===== src/rtl/wb_block_reader.sv =====
// rtl/wb_block_reader.sv - Wishbone classic block reader feeding a FWFT FIFO stream
module wb_block_reader #(
  parameter int LEN_W      = 12,
  parameter int FIFO_DEPTH = 8
) (
  input  logic             clk,
  input  logic             rst,
  input  logic             start,
  input  logic [31:0]      base_adr,
  input  logic [LEN_W-1:0] length,
  output logic             busy,
  output logic             done,
  output logic             error,
  output logic [31:0]      wb_adr,
  output logic [31:0]      wb_dat_ms,
  input  logic [31:0]      wb_dat_sm,
  output logic [3:0]       wb_sel,
  output logic             wb_we,
  output logic             wb_stb,
  output logic             wb_cyc,
  input  logic             wb_ack,
  input  logic             wb_err,
  input  logic             wb_rty,
  output logic [31:0]      out_data,
  output logic             out_valid,
  input  logic             out_ready
);

  localparam int AW = (FIFO_DEPTH > 1) ? $clog2(FIFO_DEPTH) : 1;
  localparam logic [AW:0] FULL = (AW+1)'(FIFO_DEPTH);

  typedef enum logic [2:0] {
    S_IDLE,
    S_RUN,
    S_RETRY,
    S_HOLD,
    S_DONE
  } state_t;

  state_t           state, state_nxt;
  logic [31:0]      cur_adr;
  logic [LEN_W-1:0] rem;
  logic [31:0]      mem [FIFO_DEPTH];
  logic [AW-1:0]    wr_ptr, rd_ptr;
  logic [AW:0]      count, count_nxt;
  logic             push, pop, accept;
  logic             unused_adr_bits;

  assign unused_adr_bits = ^base_adr[1:0];

  assign accept    = (state == S_IDLE) && start;
  assign push      = (state == S_RUN) && wb_ack && !wb_err;
  assign pop       = (count != '0) && out_ready;
  assign count_nxt = count + (AW+1)'(push) - (AW+1)'(pop);

  always_ff @(posedge clk) begin
    if (rst) state <= S_IDLE;
    else     state <= state_nxt;
  end

  always_comb begin
    state_nxt = state;
    case (state)
      S_IDLE: begin
        if (start) begin
          if (length == '0)        state_nxt = S_DONE;
          // a leftover full FIFO from the previous command must drain first
          else if (count == FULL)  state_nxt = S_HOLD;
          else                     state_nxt = S_RUN;
        end
      end
      S_RUN: begin
        if (wb_err) state_nxt = S_DONE;
        else if (wb_ack) begin
          if (rem == LEN_W'(1))        state_nxt = S_DONE;
          else if (count_nxt == FULL)  state_nxt = S_HOLD;
          else                         state_nxt = S_RUN;
        end
        else if (wb_rty) state_nxt = S_RETRY;
      end
      S_RETRY: state_nxt = S_RUN;
      S_HOLD:  if (count < FULL) state_nxt = S_RUN;
      S_DONE:  state_nxt = S_IDLE;
      default: state_nxt = S_IDLE;
    endcase
  end

  always_comb begin
    wb_stb = 1'b0;
    busy   = 1'b1;
    done   = 1'b0;
    case (state)
      S_IDLE:  busy   = 1'b0;
      S_RUN:   wb_stb = 1'b1;
      S_DONE:  done   = 1'b1;
      default: ;
    endcase
  end

  assign wb_cyc    = wb_stb;
  assign wb_adr    = cur_adr;
  assign wb_dat_ms = 32'h0;
  assign wb_sel    = 4'hF;
  assign wb_we     = 1'b0;

  always_ff @(posedge clk) begin
    if (rst) begin
      cur_adr <= 32'h0;
      rem     <= '0;
      error   <= 1'b0;
    end else if (accept) begin
      cur_adr <= {base_adr[31:2], 2'b00};
      rem     <= length;
      error   <= 1'b0;
    end else if (state == S_RUN) begin
      if (wb_err) error <= 1'b1;
      else if (wb_ack) begin
        cur_adr <= cur_adr + 32'd4;
        rem     <= rem - LEN_W'(1);
      end
    end
  end

  always_ff @(posedge clk) begin
    if (push) mem[wr_ptr] <= wb_dat_sm;
  end

  // pointers wrap naturally because the depth is a power of two
  always_ff @(posedge clk) begin
    if (rst) begin
      wr_ptr <= '0;
      rd_ptr <= '0;
      count  <= '0;
    end else begin
      if (push) wr_ptr <= wr_ptr + AW'(1);
      if (pop)  rd_ptr <= rd_ptr + AW'(1);
      count <= count_nxt;
    end
  end

  assign out_data  = mem[rd_ptr];
  assign out_valid = (count != '0);

endmodule

===== config.mk =====
export PLATFORM = sky130hd
export DESIGN_NAME = wb_block_reader
export DESIGN_NICKNAME = d
export VERILOG_FILES = /design/src/rtl/wb_block_reader.sv
export SDC_FILE = /design/constraint.sdc
export NUM_CORES = 1
export LEC_CHECK = 0
export ABC_AREA = 1
export CAP_MARGIN = 0
export CORE_MARGIN = 2
export CORE_UTILIZATION = 41
export CTS_CLUSTER_DIAMETER = 50
export CTS_CLUSTER_SIZE = 12
export DETAILED_ROUTE_END_ITERATION = 7
export DONT_BUFFER_PORTS = 1
export SLEW_MARGIN = 20
export SYNTH_ARGS = -nofsm -noshare
export SYNTH_HDL_FRONTEND = slang
export SYNTH_SLANG_ARGS = --single-unit

===== constraint.sdc =====
create_clock -name clk -period 5.05 [get_ports clk]
set_input_delay 0.2525 -clock clk [delete_from_list [all_inputs] [get_ports clk]]
set_output_delay 0.2525 -clock clk [all_outputs]
set_load 0.005 [all_outputs]

# Word level (Yosys, flattened, before mapping)
# Memory sizes are Yosys's and may differ from the RTL's. A register that Yosys moved wholly into a read port is not among the register bits.
# Index checks and enable logic that the tools add are counted.
[word_totals]
regBits = 58
ramBits = 256
input_bits = 83
output_inout_bits = 107
wordCells = 68
memories = 1
[memory_table]
columns = ["memory", "words", "word_bits", "rd", "rd_ports_with_merged_regs", "write_ports", "line_no", "text"]
rows = [
  ["mem", 8, 32, 1, 1, 1, "43", "logic [31:0] mem [FIFO_DEPTH];"],
]
[classes]
addsub = 6
order_cmp = 1
n_eq_ne = 11
n_mux = 25
bitwise = 1
reduce_logical = 15
[op_table]
columns = ["operator", "n"]
rows = [
  ["32-bit 2-to-1 mux", 4],
  ["12-bit 2-to-1 mux", 4],
  ["32-bit by 3-bit adder with 32-bit output, second input constant", 1],
  ["3-bit 2-to-1 mux", 9],
  ["12-bit by 1-bit equality test with 1-bit output, second input constant", 1],
  ["12-bit logical NOT", 1],
  ["3-bit one-hot mux with 4 select lines", 1],
  ["12-bit by 1-bit subtractor with 12-bit output, second input constant", 1],
  ["3-bit AND reduction", 3],
  ["4-bit equality test, second input constant", 2],
  ["3-bit by 1-bit adder with 3-bit output, second input constant", 2],
  ["3-bit by 2-bit equality test with 1-bit output, second input constant", 2],
  ["1-bit 2-to-1 mux", 5],
  ["4-bit by 1-bit adder with 4-bit output", 1],
  ["1-bit logical AND", 4],
  ["4-bit less-than comparator, second input constant", 1],
  ["2-bit 2-to-1 mux", 2],
  ["2-bit inequality test, second input constant", 2],
  ["4-bit inequality test, second input constant", 1],
  ["2-bit nonzero test", 2],
  ["4-bit nonzero test", 1],
  ["4-bit by 1-bit subtractor with 4-bit output", 1],
  ["3-bit by 1-bit equality test with 1-bit output, second input constant", 1],
  ["3-bit equality test, second input constant", 1],
  ["other kinds (6)", 6],
]

# Logic depth before layout (Yosys ltp)
# Gate-level depths: netlist of run 1.
[depth]
depth_word = 11
depth_mapped = 19
depth_no_buf = 18

# Least setup slack after synthesis of run 1
# OpenSTA, ideal clock, no wires.
[synth_timing]
path_kind = "register to register"
startpoint = "register state[0]"
endpoint = "memory mem[0][0], enable pin"
t_arrival_ns = 3.349
path_slack_ns = 1.239
stages_incl_launch_ff = 10
path_cell_list = "dfxtp_1 inv_2 nor2_2 nand2_2 nor2_4 nand2_4 inv_2 buf_2 nand2_1 nor3_1"
[synth_via]
elab_chain_cells = 5
[synth_rtl]
columns = ["element", "line_no", "text"]
rows = [
  ["start: declaration", "40", "state_t state, state_nxt;"],
  ["start signal: assignment", "58", "else state <= state_nxt;"],
  ["3-bit by 1-bit equality test with 1-bit output", "52", "assign push = (state == S_RUN) && wb_ack && !wb_err;"],
  ["1-bit logical AND (2 in series)", "52", ""],
  ["1-bit 2-to-1 mux", "125", "if (push) mem[wr_ptr] <= wb_dat_sm;"],
  ["1-bit 2-to-1 mux (implied by the code)", "125", ""],
  ["end: declaration", "43", ""],
]
# Every way passes these cells.

==> results.md, run 1 <==
- Outcome: completed
- DR vias: 9,633
- Worst reg2reg path depth: 19
- Vias per inst: between 5 and 6
- Drt initial violations: 637
- DR pass1 iterations: 4
- Worst hold path class: in -> reg
- Post-synth EDFFs: between 200 and 300
- Htree depth: 2
- Per-cell routed wire length: about 17 um
- Static leakage: 5.406 nW
- Yosys top cell by area: edfxtp_1
- Distinct cell type count of the synthesized netlist: 41
- Gr ovfl total: 0
- Count leader, synth: nor2_1
- Syn Std Cell Area: 13,810 sq um
- Clock latency at the later pin of the worst-skew pair: 0.52 ns
- Site Rows: 67
- CP endpoint kind: output port
- FFs w/ async S/R, synth: 0
- Post-route DRC: 0
- Initial Util: 0.4139
- Final core utilization: 0.4782
- Layout cell share with drive strength beyond 1: 0.07502
- Worst Hold Path EP: wb_adr[26]
- Top FF cell, synth: edfxtp_1
- P&R area growth vs syn: 15.54%
- Layout fillers: 3,039
- Routability cong.: around 0.85
- Reg clk slew, reported paths: roughly 0.060 ns
- Final hold vios: 0
- Input/output buffers: 0
- Slew Limit Fails: 0
- Crit path max fanout: 65
- F_max: roughly 310 MHz
- Critical path class: reg -> out
- CTS Buf Count: 37
- Cells after synthesis: around 1,300
- Final nets: 1,491
- Detail Route Antenna Nets: 0
- WHS: 0.02311 ns
- Placed cell area: around 14,000 sq um
- Unrepaired setup endpoints after global routing: false
- YS warnings: 0
- Setup_tns: 0 ns
- Register area share after synthesis: 0.6421
- Pin count of the biggest net entering global routing: 85
- Most frequent cells after synthesis: nor2_1, edfxtp_1, o21ai_0, nand2_1, dfxtp_1
- Total power: 0.007163 W
- Worst-case clock buffer depth: 3
- Ports: between 150 and 200
- Synthesized flop and latch total: approximately 320
- Max VDD drop: 255.8 uV
- Die area: between 30,000 and 40,000 sq um
- Area contributors post-synth: edfxtp_1, dfxtp_1, nor2_1, o21ai_0, nand2_1
- Chip Height: 187.5 um
- Placed wire-length estimate: 18,630 um
- Die width: 187.5 um
- Setup Skew: around 0.015 ns
- Resize count post-CTS: 0
- Top-area cell type share of the netlist area: 0.5566
- Flop-to-flop setup slack: 1.86 ns
- Final non-filler cell area: 15,960 sq um
- Multi-input combinational cell area: 4304 sq um
- Antenna violations before repair: 0
- Period utilization: 0.6340
- CTS Root Cell: clkbuf_16
- Crit start category: register
- Vias in the first global route: 9,503
- First-pass GRT wire length: 51,960 um
- Ant. Diodes: 0
- Clk sink count: around 320
- Max Cap Viol: 0
- WP data arrival: 2.95 ns
- Final setup violation count: 0
- Drt total wl: 32,510 um
- Core Box Area: 33,360 sq um
- Slew margin rel.: 0.2848
- Synthesized area per cell: 10.28 sq um
- R2r endpoint: state[1]
- R2R Path Start: state[0]
- Worst-margin pin slew: 1.067 ns
- Worst Path Required: 4.80 ns
- CTS tree: built
- Hold path cells: 2
- Worst Min Path Start: rst
- FF/Latch Area: 8874 sq um
- Min Tclk post-route: 3.202 ns
- Pwr/cell area: between 400 and 500 nW/um^2
- GR Util All Layers: 0.1859
## power breakdown
group	total, W	internal [W]	switching [W]
clock	0.00254	0.00153	0.00101
combinational	0.00154	0.000510	0.00103
sequential	0.00308	0.00292	0.000160
## state kept, by name, summed over array words and instances, names as in the netlist, named ones only
name	cells
count	4
rem	12
mem	256
error	1
rd_ptr	3
state	3
wr_ptr	3
wb_adr	30
## layer usage
metal	global-route usage	wire, um	vias to the layer above
met5	0	0	-
met4	0.05421	687	0
met3	0.04698	2284	45
met2	0.3170	15670	287
met1	0.2342	13870	4613
li1	-	-	4688
## per-stage QoR
step,std cells,setup WS (ns)
6_report,1861,1.848
3_5_place_dp,1739,1.853
4_1_cts,1861,1.744
5_1_grt,1861,1.499
2_1_floorplan,1381,1.239
3_3_place_gp,1739,1.835
## area by class of cell
cell class              count  share of cell area
multi-input cells         897              0.2697
inverters                  62             0.01466
flip-flops and latches    315              0.5561
repair buffers             83             0.05238
well taps                 448             0.03513
clock inverters            11            0.008155
clock buffers              45             0.06383
## critical path, stage by stage (launching register included)
cell and delay (ns):
dfxtp_4 0.50, clkinv_2 0.08, buf_4 0.49, buf_4 0.63, o21ai_0 0.15, o22ai_1 0.20
nor2_1 0.07, a31oi_1 0.30
## cells by family (layout without fill, tap and decap cells)
kind of cell,after synthesis,after routing,share of synthesized area
buffers and inverters,169,201,0.05952
flip-flops,315,315,0.6421
adder cells (fa/ha/maj),12,12,0.01142
AND/OR/NAND/NOR,542,542,0.1604
other,2,39,0.0005438
AO/OA/AOI/OAI,284,284,0.1132
XOR/XNOR,20,20,0.01268
## placed cells by master (no fill, tap or decap), types with 11 or more instances in the layout
cell type / n
dfxtp_1: 57
nand3_1: 26
nor2_1: 307
nor3_1: 14
a31oi_1: 43
conb_1: 39
dlygate4sd3_1: 65
ha_1: 11
a21oi_1: 36
inv_1: 56
edfxtp_1: 256
o21ai_0: 157
xor2_1: 16
clkbuf_16: 39
buf_4: 14
o22ai_1: 32
nand2_1: 153
## worst max-delay path by stage
stage | from | end
floorplan | state[0] | mem[0][0]
global placement | state[0] | mem[4][17]
detailed placement | state[0] | mem[2][30]
CTS | register | out_data[3]
global route | register | out_data[3]
finish | register | out_data[3]
## what timing repair did
action,CTS,global route
hold endpoints to repair,307,0
setup buffers,0,0
endpoints found under the setup margin,0,0
hold buffers,66,0
Power figures use the tool's default switching activity.
==> run 2: changes to the inputs <==
Clock period 5.05 ns to 3.23 ns, I/O delays scaled along.
==> run 2 against run 1 <==
Clock power is 51% higher; cell count is 1.8% higher; hold slack better by 0.018 ns; critical endpoint is now state[1]; largest cell class unchanged; combinational power is 62% higher.
==> results.md, run 2 (synthesis gave the netlist of run 1 again) <==
- Period utilization: 0.8303
- Layout cell share with drive strength beyond 1: 0.07751 (+0.002491)
- CP endpoint kind: register
- Worst hold path class: in -> reg
- DR vias: 9,800 (+1.7%)
- Die width: 187.5 um (unchanged)
- Min Tclk post-route: 2.682 ns
- CTS Buf Count: 37 (unchanged)
- Die area: 35,170 sq um (unchanged)
- Critical path class: reg -> reg
- Post-CTS setup repair buffer count: 0 (unchanged)
- Worst reg2reg path depth: 18 (-1)
- Vias per inst: 5.174 (about the same)
- Worst-case clock buffer depth: 3 (unchanged)
- Total power: 0.01113 W (+55%)
- Worst-margin pin slew: 0.6453 ns (-0.4217 ns)
- Post-route DRC: 0 (unchanged)
- Unrepaired setup endpoints after global routing: false
- Drt initial violations: 678 (+6.4%)
- CTS Root Cell: clkbuf_16
- Detail Route Antenna Nets: 0 (unchanged)
- Slew Limit Fails: 0 (unchanged)
- Static leakage: 5.532 nW (+2.3%)
- Placed wire-length estimate: 19,010 um (+2.0%)
- Clk sink count: 315 (unchanged)
- Reg clk slew, reported paths: 0.05 ns (about the same)
- First-pass GRT wire length: 53,270 um (+2.5%)
- Worst setup path start: state[0]
- Largest Register: mem
- DP Cell Count: 1,748 (+0.52%)
- Outcome: completed
- Final hold vios: 0 (unchanged)
- Max reg flops: 256 (unchanged)
- R2R Path Start: state[0]
- Layout fillers: 3,064 (+0.82%)
- Crit path max fanout: 17 (-74%)
- Ports: 190 (unchanged)
- Post-Layout Cell Count: 1,894 (+1.8%)
- Max Cap Viol: 0 (unchanged)
- Final worst slack: 0.5480 ns (-1.300 ns)
- Pin count of the biggest net entering global routing: 129 (+52%)
- Final core utilization: 0.4858 (+0.007501)
- R2r endpoint: state[1]
- Resize count post-CTS: 0 (unchanged)
- Final setup violation count: 0 (unchanged)
- Site Rows: 67 (unchanged)
- Gr ovfl total: 0 (unchanged)
- WP data arrival: 3.12 ns (+0.17 ns)
- Most frequent cells in the layout: nor2_1, edfxtp_1, o21ai_0
- Chip Height: 187.5 um (unchanged)
- Crit start category: register
- Final nets: 1,518 (+1.8%)
- Commonest non-fill, non-tap cell in the layout: nor2_1
- Initial Util: 0.4139 (unchanged)
- Clock latency at the later pin of the worst-skew pair: 0.51 ns (about the same)
- Routability cong.: 0.8614 (+0.91%)
- Slew margin rel.: 0.5693 (+0.2845)
- Pwr/cell area: 686.7 nW/um^2 (+53%)
- DR pass1 iterations: 5 (+1)
- Worst Path Required: 3.67 ns (-1.13 ns)
- Dpl ws: 0.5596 ns (-1.293 ns)
- Input/output buffers: 0 (unchanged)
- Flop-to-flop setup slack: 0.55 ns (-1.31 ns)
- Drt total wl: 32,950 um (+1.3%)
- F_max: 372.9 MHz
- GR Util All Layers: 0.1900 (+0.004100)
- P&R area growth vs syn: 17.35%
- Per-cell routed wire length: 17.39 um (-0.42%)
- Max VDD drop: 393.4 uV (+54%)
- Core Box Area: 33,360 sq um (unchanged)
- Crit path capture: state[1]
- Vias in the first global route: 9,687 (+1.9%)
- Htree depth: 2 (unchanged)
- Antenna violations before repair: 1 (+1)
- Setup Skew: 0.01362 ns (-0.001815 ns)
- CTS tree: built
## run 2: critical path, cell delays in order (launching register included)
cell and delay [ns]:
dfxtp_1 0.37, inv_2 0.04, nor2_2 0.11, nand2_2 0.09
nor2_4 0.13, nand2_4 0.18, ha_1 0.34, inv_1 0.04
ha_1 0.20, fa_1 0.43, inv_1 0.09, nand2_1 0.06
nor2_1 0.13, nand3_1 0.09, nand2_1 0.06, nand2_1 0.05
nand2_1 0.05, nand2_1 0.05, a21oi_1 0.12
## run 2: power breakdown
part           leakage [nW]  total, W  internal, W  switching [W]
Combinational          2.20   0.00250     0.000862        0.00164
Clock                 0.546   0.00383      0.00226        0.00157
Sequential             2.79   0.00480      0.00457       0.000229
## run 2: worst min path at each step
stage / from / endpoint / slack [ns] / cells after the start
2_1_floorplan: wb_dat_sm[0] / mem[0][0] / 0.26 / 0
3_3_place_gp: rst / rem[11] / 0.24 / 1
3_5_place_dp: rst / count[3] / 0.24 / 1
4_1_cts: base_adr[9] / wb_adr[9] / 0.007 / 4
5_1_grt: start / state[1] / 0.06 / 4
6_report: base_adr[9] / wb_adr[9] / 0.04 / 4
## run 2: area by class of cell
type / instances / area (sq um) / share of cell area
clock inverter: 11 / 80.08 / 0.004941
tap: 448 / 560.5 / 0.03459
sequential: 315 / 8874 / 0.5475
multi-input combinational: 897 / 4310 / 0.2660
antenna: 1 / 2.502 / 0.0001544
timing repair buffer: 110 / 1109 / 0.06840
inverter: 62 / 234.0 / 0.01444
clock buffer: 50 / 1037 / 0.06400
## run 2: metal layers
metal / global-route usage / share of wire / vias to the layer above / wire [um]
met5: 0 / 0 / - / 0
met4: 0.05633 / 0.023 / 0 / 751
met3: 0.04492 / 0.068 / 50 / 2224
met2: 0.3195 / 0.48 / 302 / 15680
met1: 0.2449 / 0.43 / 4704 / 14290
li1: - / - / 4744 / -
## run 2: repair_timing
item                                    CTS  global route
endpoints found under the setup margin    0             0
hold buffers                             84             0
endpoints found under the hold margin   312             0
## run 2: stage by stage
step	TNS, ns	cell area (sq um)	hold WS, ns
final	0	16210	0.04084
after global routing	0	16210	0.06303
after CTS	0	16200	0.007235
after detailed placement	0	14240	0.2366
after global placement	0	14240	0.2352
after floorplan	-92.53	13950	0.2604
